==> src/rtl/fetch_pc_unit_if.sv <==
// Control/data bundle between the main FSM, memory/ALU result buses and the fetch/PC unit.
// The master side drives strobes, buses and ALU flags. The slave side returns PC/IR state.
interface fetch_pc_unit_if;
  logic        pc_update;
  logic [1:0]  branch;
  logic        ir_write;
  logic [31:0] result;
  logic [31:0] read_data;
  logic        alu_zero;
  logic        alu_neg;
  logic        alu_ovf;
  logic        alu_carry;

  logic [31:0] pc;
  logic [31:0] old_pc;
  logic [31:0] instr;
  logic [6:0]  op;
  logic [31:0] data_reg;
  logic        pc_write;
  logic        branch_taken;
  logic        misaligned;

  modport master (
    output pc_update, branch, ir_write, result, read_data,
           alu_zero, alu_neg, alu_ovf, alu_carry,
    input  pc, old_pc, instr, op, data_reg, pc_write, branch_taken, misaligned
  );

  modport slave (
    input  pc_update, branch, ir_write, result, read_data,
           alu_zero, alu_neg, alu_ovf, alu_carry,
    output pc, old_pc, instr, op, data_reg, pc_write, branch_taken, misaligned
  );
endinterface

==> src/rtl/fetch_pc_unit.sv <==
// PC, OldPC, IR and data register for the multicycle RV32I core.
// Also resolves conditional branches from the ALU flags and the IR's funct3.
module fetch_pc_unit #(
  parameter logic [31:0] RESET_PC  = 32'h0000_0000,
  parameter logic [31:0] NOP_INSTR = 32'h0000_0013
) (
  input  logic           clk,
  input  logic           reset,
  fetch_pc_unit_if.slave bus
);

  typedef enum logic [2:0] {
    F3_BEQ  = 3'b000,
    F3_BNE  = 3'b001,
    F3_BLT  = 3'b100,
    F3_BGE  = 3'b101,
    F3_BLTU = 3'b110,
    F3_BGEU = 3'b111
  } funct3_e;

  localparam logic [1:0] BRANCH_COND = 2'b10;

  logic [31:0] pc_q, pc_d;
  logic [31:0] old_pc_q, old_pc_d;
  logic [31:0] instr_q, instr_d;
  logic [31:0] data_reg_q, data_reg_d;
  logic        misaligned_q, misaligned_d;

  logic [2:0]  funct3;
  logic        signed_lt;
  logic        cond;
  logic        branch_taken;
  logic        pc_write;
  logic        target_aligned;

  // funct3 always comes from the latched IR, so read_data never reaches an output.
  assign funct3    = instr_q[14:12];
  assign signed_lt = bus.alu_neg ^ bus.alu_ovf;

  // NOTE: every signal written in an always_comb gets a default first, so no path leaves it
  // unassigned and no latch is inferred.
  always_comb begin
    cond = 1'b0;
    case (funct3)
      F3_BEQ:  cond = bus.alu_zero;
      F3_BNE:  cond = !bus.alu_zero;
      F3_BLT:  cond = signed_lt;
      F3_BGE:  cond = !signed_lt;
      F3_BLTU: cond = !bus.alu_carry;
      F3_BGEU: cond = bus.alu_carry;
      default: cond = 1'b0;
    endcase
  end

  assign branch_taken   = (bus.branch == BRANCH_COND) && cond;
  assign pc_write       = bus.pc_update || branch_taken;
  assign target_aligned = (bus.result[1:0] == 2'b00);

  always_comb begin
    pc_d         = pc_q;
    old_pc_d     = old_pc_q;
    instr_d      = instr_q;
    misaligned_d = misaligned_q;
    data_reg_d   = bus.read_data;

    // A misaligned target leaves the PC alone and only sets the sticky flag.
    if (pc_write) begin
      if (target_aligned) pc_d = bus.result;
      else                misaligned_d = 1'b1;
    end

    // old_pc captures the PC before any write in the same cycle.
    if (bus.ir_write) begin
      instr_d  = bus.read_data;
      old_pc_d = pc_q;
    end
  end

  // NOTE: state registers use non-blocking assignments so that every flop samples values
  // from before the edge, regardless of process ordering.
  always_ff @(posedge clk) begin
    if (reset) begin
      pc_q         <= RESET_PC;
      old_pc_q     <= RESET_PC;
      instr_q      <= NOP_INSTR;
      data_reg_q   <= 32'h0000_0000;
      misaligned_q <= 1'b0;
    end else begin
      pc_q         <= pc_d;
      old_pc_q     <= old_pc_d;
      instr_q      <= instr_d;
      data_reg_q   <= data_reg_d;
      misaligned_q <= misaligned_d;
    end
  end

  assign bus.pc           = pc_q;
  assign bus.old_pc       = old_pc_q;
  assign bus.instr        = instr_q;
  assign bus.op           = instr_q[6:0];
  assign bus.data_reg     = data_reg_q;
  assign bus.pc_write     = pc_write;
  assign bus.branch_taken = branch_taken;
  assign bus.misaligned   = misaligned_q;

endmodule

==> src/flat_wrapper.sv <==
// flat-port wrapper written by rule: the top's interface ports become plain ports
module fetch_pc_unit_flat 
#(
  parameter logic [31:0] RESET_PC  = 32'h0000_0000,
  parameter logic [31:0] NOP_INSTR = 32'h0000_0013
)
  (clk, reset, bus_pc_update, bus_branch, bus_ir_write, bus_result, bus_read_data, bus_alu_zero, bus_alu_neg, bus_alu_ovf, bus_alu_carry, bus_pc, bus_old_pc, bus_instr, bus_op, bus_data_reg, bus_pc_write, bus_branch_taken, bus_misaligned);
  fetch_pc_unit_if bus_i ();
  input  logic clk;
  input  logic reset;
  input wire logic [$bits(bus_i.pc_update)-1:0] bus_pc_update;
  input wire logic [$bits(bus_i.branch)-1:0] bus_branch;
  input wire logic [$bits(bus_i.ir_write)-1:0] bus_ir_write;
  input wire logic [$bits(bus_i.result)-1:0] bus_result;
  input wire logic [$bits(bus_i.read_data)-1:0] bus_read_data;
  input wire logic [$bits(bus_i.alu_zero)-1:0] bus_alu_zero;
  input wire logic [$bits(bus_i.alu_neg)-1:0] bus_alu_neg;
  input wire logic [$bits(bus_i.alu_ovf)-1:0] bus_alu_ovf;
  input wire logic [$bits(bus_i.alu_carry)-1:0] bus_alu_carry;
  output wire logic [$bits(bus_i.pc)-1:0] bus_pc;
  output wire logic [$bits(bus_i.old_pc)-1:0] bus_old_pc;
  output wire logic [$bits(bus_i.instr)-1:0] bus_instr;
  output wire logic [$bits(bus_i.op)-1:0] bus_op;
  output wire logic [$bits(bus_i.data_reg)-1:0] bus_data_reg;
  output wire logic [$bits(bus_i.pc_write)-1:0] bus_pc_write;
  output wire logic [$bits(bus_i.branch_taken)-1:0] bus_branch_taken;
  output wire logic [$bits(bus_i.misaligned)-1:0] bus_misaligned;
  assign bus_i.pc_update = bus_pc_update;
  assign bus_i.branch = bus_branch;
  assign bus_i.ir_write = bus_ir_write;
  assign bus_i.result = bus_result;
  assign bus_i.read_data = bus_read_data;
  assign bus_i.alu_zero = bus_alu_zero;
  assign bus_i.alu_neg = bus_alu_neg;
  assign bus_i.alu_ovf = bus_alu_ovf;
  assign bus_i.alu_carry = bus_alu_carry;
  assign bus_pc = bus_i.pc;
  assign bus_old_pc = bus_i.old_pc;
  assign bus_instr = bus_i.instr;
  assign bus_op = bus_i.op;
  assign bus_data_reg = bus_i.data_reg;
  assign bus_pc_write = bus_i.pc_write;
  assign bus_branch_taken = bus_i.branch_taken;
  assign bus_misaligned = bus_i.misaligned;
  fetch_pc_unit #(.RESET_PC(RESET_PC), .NOP_INSTR(NOP_INSTR)) u_core (.clk(clk), .reset(reset), .bus(bus_i));
endmodule
==> config.mk <==
export PLATFORM = sky130hd
export DESIGN_NAME = fetch_pc_unit_flat
export DESIGN_NICKNAME = d
export VERILOG_FILES = /design/src/rtl/fetch_pc_unit_if.sv /design/src/rtl/fetch_pc_unit.sv /design/src/flat_wrapper.sv
export SDC_FILE = /design/constraint.sdc
export NUM_CORES = 1
export LEC_CHECK = 0
export BUFFER_PORTS_ARGS = -buffer_cell sky130_fd_sc_hd__buf_2
export CORE_MARGIN = 2
export CORE_UTILIZATION = 30
export DETAILED_ROUTE_END_ITERATION = 10
export HOLD_SLACK_MARGIN = 0.06
export SYNTH_ARGS = -nofsm -noshare
export SYNTH_HDL_FRONTEND = slang
export SYNTH_SLANG_ARGS = --single-unit
==> constraint.sdc <==
create_clock -name clk -period 2.2 [get_ports clk]
set_input_delay 0.33 -clock clk [delete_from_list [all_inputs] [get_ports clk]]
set_output_delay 0.33 -clock clk [all_outputs]
set_load 0.05 [all_outputs]
Yosys cells after proc, flatten, opt, wreduce, memory -nomap -nowiden
Cells that the tools add are included.

storage, ports and cells
  register bits = 129
  word-level logic and storage cells = 23

operators by class
  equality and inequality tests = 6
  muxes and demuxes = 1
  bitwise gates (word level) = 2
  reduce and logical (&&, ||, !) cells = 9

operators by type and width
  operator            count
  $eq 3x3->1 const B  4
  $pmux 1 s6          1
  $reduce_and 2->1    2
  $eq 3x1->1 const B  1
  $logic_not 1->1     3
  $logic_not 3->1     1
  $eq 2x2->1 const B  1
  $logic_not 2->1     1
  $logic_and 1x1->1   1
  $logic_or 1x1->1    1
  $not 1->1           1
  $xor 1x1->1         1

Longest topological paths before layout
Gate-level depths: netlist of the first run.

  depth in word-level cells = 6
  mapped depth = 7

Least setup slack after synthesis of the first run
OpenSTA, ideal clock, no wires.

  path kind = flip-flop to flip-flop
  start = register u_core.instr_q[12], in the netlist u_core.bus.instr[12]
  end = register u_core.pc_q[10], in the netlist u_core.bus.pc[10]
  library setup time = 72 ps
  arrival time = 2940 ps
  data required time = 2128 ps
  slack = -812 ps
  stages on the path, launching flop included = 8
  buffers on the path = 2
  cells stage by stage = dfxtp_1 > xor3_1 > nor3b_1 > o41ai_2 > nor3b_2 > buf_6 > buf_12 > mux2i_1

between the ends
  longest elaborated chain between the ends = 5
  elaborated cells on any way between the ends = 10
  classes of those cells = 5 x eq/ne; 1 x mux; 4 x reduce/logical

ends and longest elaborated chain
  what                                RTL line             text
  start: declaration                  fetch_pc_unit.sv:25  logic [31:0] instr_q, instr_d;
  start signal: assignment            fetch_pc_unit.sv:91  instr_q <= instr_d;
  $eq 3x3->1 (tied with other cells)  fetch_pc_unit.sv:44  case (funct3)
  $pmux 1 s6 (*)                      fetch_pc_unit.sv:44
  $logic_and 1x1->1 (*)               fetch_pc_unit.sv:55  assign branch_taken = (bus.branch == BRANCH_COND) && cond;
  $logic_or 1x1->1 (*)                fetch_pc_unit.sv:56  assign pc_write = bus.pc_update || branch_taken;
  named net bus_pc_write              flat_wrapper.sv:25   output wire logic [$bits(bus_i.pc_write)-1:0] bus_pc_write;
  $reduce_and 2->1 (no line) (*)      n/a
  end signal: assignment              fetch_pc_unit.sv:89  pc_q <= pc_d;
  end: declaration                    fetch_pc_unit.sv:23  logic [31:0] pc_q, pc_d;

Mark *: on every way through the listed nets, which the timed path passes. The rest lies on a longest branch.
A chain may end at the register's enable or synchronous reset.

Final worst setup path of the first run
  start = register u_core.instr_q[13], in the netlist u_core.bus.instr[13]
  end = output port bus_pc_write

between the ends
  longest elaborated chain between the ends = 4
  elaborated cells on any way between the ends = 9
  classes of those cells = 5 x eq/ne; 1 x mux; 3 x reduce/logical

ends and longest elaborated chain
  what                                RTL line
  $eq 3x3->1 (tied with other cells)  fetch_pc_unit.sv:44
  $pmux 1 s6 (*)                      fetch_pc_unit.sv:44
  $logic_and 1x1->1 (*)               fetch_pc_unit.sv:55
  $logic_or 1x1->1 (*)                fetch_pc_unit.sv:56
  end: declaration                    flat_wrapper.sv:25

Every way passes the cells marked *; elsewhere a longest branch is shown, timed or not.

==> impl_metrics.csv, run 1 <==
group,metric,value,unit
grt,grt_first_pass_wirelength,17200,um
sta,layout_min_cycle_time,2070,ps
final_layout,fin_nets,709,
power,power,6.69,mW
sta,slew_viol_final,0,
sta,fin_tns_setup,0,ps
sta,fin_crit_sh,0.941,
sta,rsz0062_at_grt,"false",
synth,synth-edff-count,0,
sta,setup_ws,131,ps
die,die_area,16700,sq um
power,p_per_area,1000,nW/um^2
die,core_area,15300,sq um
synth,netlist_top_cells_area,"dfxtp_1, mux2i_1, nand2b_1",
cts,path_clk_slew,60,ps
synth,async_reset_ff_frac,0,
synth,synthTopCellsByCount,"dfxtp_1, mux2i_1, nand2b_1, nor2_1, nor2b_1",
setup_path,end_kind,"output port",
setup_path,crit_fanout,6,
synth,yosys.area.top_type,"dfxtp_1",
synth,synth_fp_nets,507,
synth,synth_most_common_cell,"dfxtp_1",
min_path,hp-class,"primary input to flop",
grt,grt_max_degree,77,
final_layout,diodes,0,
job,max_cap_viol_count,0,
drt,drt-total-wl,11200,um
power,vdd_ir_drop_max,0.519,mV
cts,cts_root_buf,"clkbuf_16",
final_layout,utilization,0.437,
grt,grt_pass1_vias,3433,
synth,yosysWarnings,0,
synth,ys_types,22,
die,die_y,129,um
drt,drtIter0Drc,105,
drt,via_count,3590,
synth,synth_area,4700,sq um
synth,ys_dominant_reg_cell,"dfxtp_1",
grt,antenna_found_initial,0,
sta,clock_skew,6.82,ps
drt,vias_per_cell,4.18,
synth,avgSynthCellArea,10.9,sq um
setup_path,criticalPathCategory,"flop to output port",
die,initial_core_util,0.308,
sta,worst_pin_slew,610,ps
drt,dr.pass1.iters,4,
die,die_w,129,um
power,p_leak,3.25,nW
place,pre_cts_slack,118,ps
run_status,outcome,"finished clean",
synth,synth_cells,433,
cts,clk_path_buf_depth,2,
cts,cts_sinks,129,
synth,ys_ff_latch,129,
sta,fin_hold_ws,140,ps
setup_path,crit_path_start_kind,"flop",
cts,insertion_delay,410,ps
cts,htreeDepth,4,
setup_path,required,1870,ps
sta,slew_headroom,0.594,
drt,ant_nets,0,
cts,postCtsHoldBufs,0,
grt,track_usage,0.133,
grt,grt-ovfl-total,0,
cts,cts_tree,"yes",
synth,ys_seq_area_frac,0.549,
place,dp_hpwl,7920,um
drt,drc,0,
sta,setup_viol,0,
drt,wl_per_cell,13.1,um
sta,fmax,0.483,GHz
place,gp_congestion,0.734,
place,portBuffers,211,
setup_path,cp.arrival,1740,ps
sta,hold_viol_final,0,
final_layout,drive_gt1_frac,0.398,
final_layout,areaGrowthSynthToFinish,41.7,%
die,ios,212,
synth,yosysTopAreaCellShare,0.549,
die,rows,45,
cts,cts_buffers,17,
-- critical path, cell delays in order, from the launching register on --
cell     delay (ps)
dfxtp_4         360
o21ba_4         210
nor2_1           70
o41ai_4         350
buf_2           330
-- cell type report --
| class | count | area (sq um) |
|---|---|---|
| clock buffer | 20 | 447 |
| tap | 211 | 264 |
| inverter | 2 | 7.51 |
| fill | 1453 | 8590 |
| multi-input combinational | 267 | 1950 |
| sequential | 129 | 2590 |
| clock inverter | 12 | 250 |
| timing repair buffer | 218 | 1150 |
-- cell families (layout without fill, tap and decap cells) --
group                  Yosys count  after routing  synth area share
AO/OA/AOI/OAI                    9              9            0.0160
XOR/XNOR                         1              1           0.00505
buffers and inverters           37            252            0.0471
flip-flops                     129            129             0.549
multiplexers                    91             91             0.194
AND/OR/NAND/NOR                166            166             0.189
-- routing by layer --
| metal | vias up | track usage | wire length [um] |
|---|---|---|---|
| li1 | 1805 | - | - |
| met1 | 1628 | 0.155 | 4870 |
| met2 | 142 | 0.217 | 5270 |
| met3 | 15 | 0.0549 | 931 |
| met4 | 0 | 0.0556 | 168 |
| met5 | - | 0 | 0 |
-- final timing paths --
| path | start | endpoint | slack [ps] | depth (start not counted) |
|---|---|---|---|---|
| max | u_core.bus.instr[13] | bus_pc_write | 130 | 4 |
| min | bus_read_data[31] | u_core.bus.data_reg[31] | 140 | 2 |
| max reg2reg | u_core.bus.instr[13] | u_core.bus.pc[9] | 290 | 6 |
| min reg2reg | u_core.bus.misaligned | u_core.bus.misaligned | 450 | 2 |
-- placed cells by master (no fill, tap or decap), drive strengths merged, types with 2 or more instances in the layout --
master  synthesis  final
nor2           62     62
nor2b          36     36
mux2i          91     91
buf            18    218
inv             2      6
dfxtp         129    129
a211o           3      3
nor3b           4      4
o21ai           2      2
nand2b         62     62
bufinv          0      7
clkbuf         17     20
-- timing repair --
item                                    4_1_cts  5_1_grt
resized for setup                             1        0
endpoints found under the setup margin        1        0
setup buffers                                 0        0
-- through the flow --
stage	instance area (sq um)	instances
after global routing	6670	859
after detailed placement	5970	827
after global placement	5970	827
after CTS	6670	859
after floorplan	4760	433
final	6670	859
-- power by group --
part | leakage (nW) | internal, mW | switching [mW]
sequential | 1.06 | 2.44 | 0.0537
clock | 0.336 | 2.28 | 1.05
combinational | 1.85 | 0.264 | 0.604
total | 3.25 | 4.98 | 1.71
No activity file was read; power rests on OpenSTA's default activity.
==> run 2: changes to the inputs <==
--- a/config.mk
+++ b/config.mk
@@ -6,6 +6,8 @@
 export NUM_CORES = 1
 export LEC_CHECK = 0
 export BUFFER_PORTS_ARGS = -buffer_cell sky130_fd_sc_hd__buf_2
+export CAP_MARGIN = 30
+export CORE_ASPECT_RATIO = 0.75
 export CORE_MARGIN = 2
 export CORE_UTILIZATION = 30
 export DETAILED_ROUTE_END_ITERATION = 10
==> constraint.sdc (replaced) <==
create_clock -name clk -period 1.9 [get_ports clk]
set_input_delay 0.285 -clock clk [delete_from_list [all_inputs] [get_ports clk]]
set_output_delay 0.285 -clock clk [all_outputs]
set_load 0.05 [all_outputs]
==> run 2 against run 1 <==
Against the previous run: the run now ends with negative setup slack left; critical path depth grew 1; highest routed layer unchanged; critical endpoint unchanged; die area is essentially flat; register-to-register slack worse by 340 ps.
==> impl_metrics.csv, run 2 (same netlist as run 1, synthesis figures left out) <==
group,metric,value,unit
sta,hold_viol_final,0,
cts,cts_root_buf,"clkbuf_16",
cts,postCtsHoldBufs,0,
grt,antenna_found_initial,0,
sta,rsz0062_at_grt,"true",
power,vdd_ir_drop_max,0.635,mV
sta,clock_skew,7.14,ps
min_path,hp-class,"primary input to flop",
power,p_leak,3.26,nW
sta,worst_pin_slew,332,ps
setup_path,crit_fanout,6,
grt,track_usage,0.138,
cts,insertion_delay,420,ps
drt,drc,0,
die,die_w,149,um
die,core_area,15300,sq um
drt,via_count,3651,
final_layout,fillCellCount,1459,
cts,clk_path_buf_depth,2,
final_layout,fin_nets,719,
drt,drtIter0Drc,123,
cts,htreeDepth,4,
setup_path,rrSetupSlack,-50,ps
cts,path_clk_slew,60,ps
sta,fin_hold_ws,92.7,ps
sta,fin_tns_setup,-318,ps
job,max_cap_viol_count,0,
place,gp_congestion,0.792,
setup_path,required,1620,ps
final_layout,diodes,0,
power,p_per_area,1040,nW/um^2
place,pre_cts_slack,-64.0,ps
drt,ant_nets,0,
final_layout,multiInputGateArea,1970,sq um
cts,cts_sinks,129,
place,portBuffers,211,
grt,grt-ovfl-total,0,
power,power,7.00,mW
run_status,violations,"negative setup slack",
final_layout,final_cell_count_no_fill,862,
sta,fin_crit_sh,1.05,
die,die_area,16700,sq um
drt,dr.pass1.iters,4,
cts,cts_buffers,17,
drt,drt-total-wl,11900,um
grt,grt_first_pass_wirelength,18100,um
final_layout,areaGrowthSynthToFinish,42.6,%
die,die_y,112,um
setup_path,end_kind,"output port",
sta,setup_viol,12,
final_layout,seq_area,2590,sq um
final_layout,final_area,6710,sq um
die,rows,39,
sta,setup_ws,-88.1,ps
final_layout,drive_gt1_frac,0.412,
run_status,outcome,"finished, violations left",
grt,grt_pass1_vias,3594,
place,dp.cells,824,
setup_path,criticalPathCategory,"flop to output port",
die,initial_core_util,0.308,
sta,slew_viol_final,0,
final_layout,utilization,0.439,
grt,grt_max_degree,61,
setup_path,crit_path_start_kind,"flop",
drt,wl_per_cell,13.8,um
drt,vias_per_cell,4.24,
final_layout,final_common_cell,"buf_2",
sta,fmax,0.503,GHz
cts,cts_tree,"yes",
final_layout,final_cell_mix,"buf_2, dfxtp_1, mux2i_1, nand2b_1, nor2_1",
place,place_area,6020,sq um
sta,layout_min_cycle_time,1990,ps
place,dp_hpwl,8210,um
sta,slew_headroom,0.777,
die,ios,212,
setup_path,cp.arrival,1700,ps
==> run 2: changes by cell type in the layout (fill, tap and decap cells not counted), sizes merged <==
| cell | previous run | this run |
|---|---|---|
| clkinv | 0 | 5 |
| clkbuf | 20 | 19 |
| bufinv | 7 | 1 |
| buf | 218 | 226 |
| clkinvlp | 1 | 4 |
==> run 2: worst max-delay path: stages, from the launching register on <==
cell and delay, ps:
dfxtp_4 380, xor3_1 260, nor3b_4 260, o41ai_4 90, buf_4 160, buf_8 140
==> run 2: power breakdown <==
part	switching, mW	internal (mW)	leakage, nW
clock	1.25	1.80	0.263
combinational	0.717	0.343	1.94
sequential	0.0645	2.82	1.06
==> run 2: final cells by class <==
| type | instances | share of cell area |
|---|---|---|
| inverters | 2 | 0.00112 |
| multi-input cells | 267 | 0.293 |
| well taps | 205 | 0.0382 |
| clock buffers | 17 | 0.0634 |
| clock inverters | 14 | 0.0198 |
| flip-flops and latches | 129 | 0.387 |
| repair buffers | 228 | 0.198 |
==> run 2: final timing paths <==
kind | startpoint | to | cells after the start
max | u_core.bus.instr[12] | bus_pc_write | 5
min | bus_read_data[4] | u_core.bus.instr[4] | 2
max reg2reg | u_core.bus.instr[13] | u_core.bus.pc[7] | 8
min reg2reg | u_core.bus.misaligned | u_core.bus.misaligned | 2
==> run 2: what timing repair did <==
action                     4_1_cts  5_1_grt
setup buffers                    0        4
gates cloned                     0        3
pin swaps                        0        0
resized for setup                5        6
setup endpoints to repair        2       21
==> run 2: per-layer routing <==
metal | part of all wire | vias up | global-route usage
met5 | 0 | - | 0
met4 | 0.012 | 0 | 0.0533
met3 | 0.086 | 12 | 0.0602
met2 | 0.44 | 148 | 0.214
met1 | 0.46 | 1666 | 0.170
li1 | - | 1825 | -
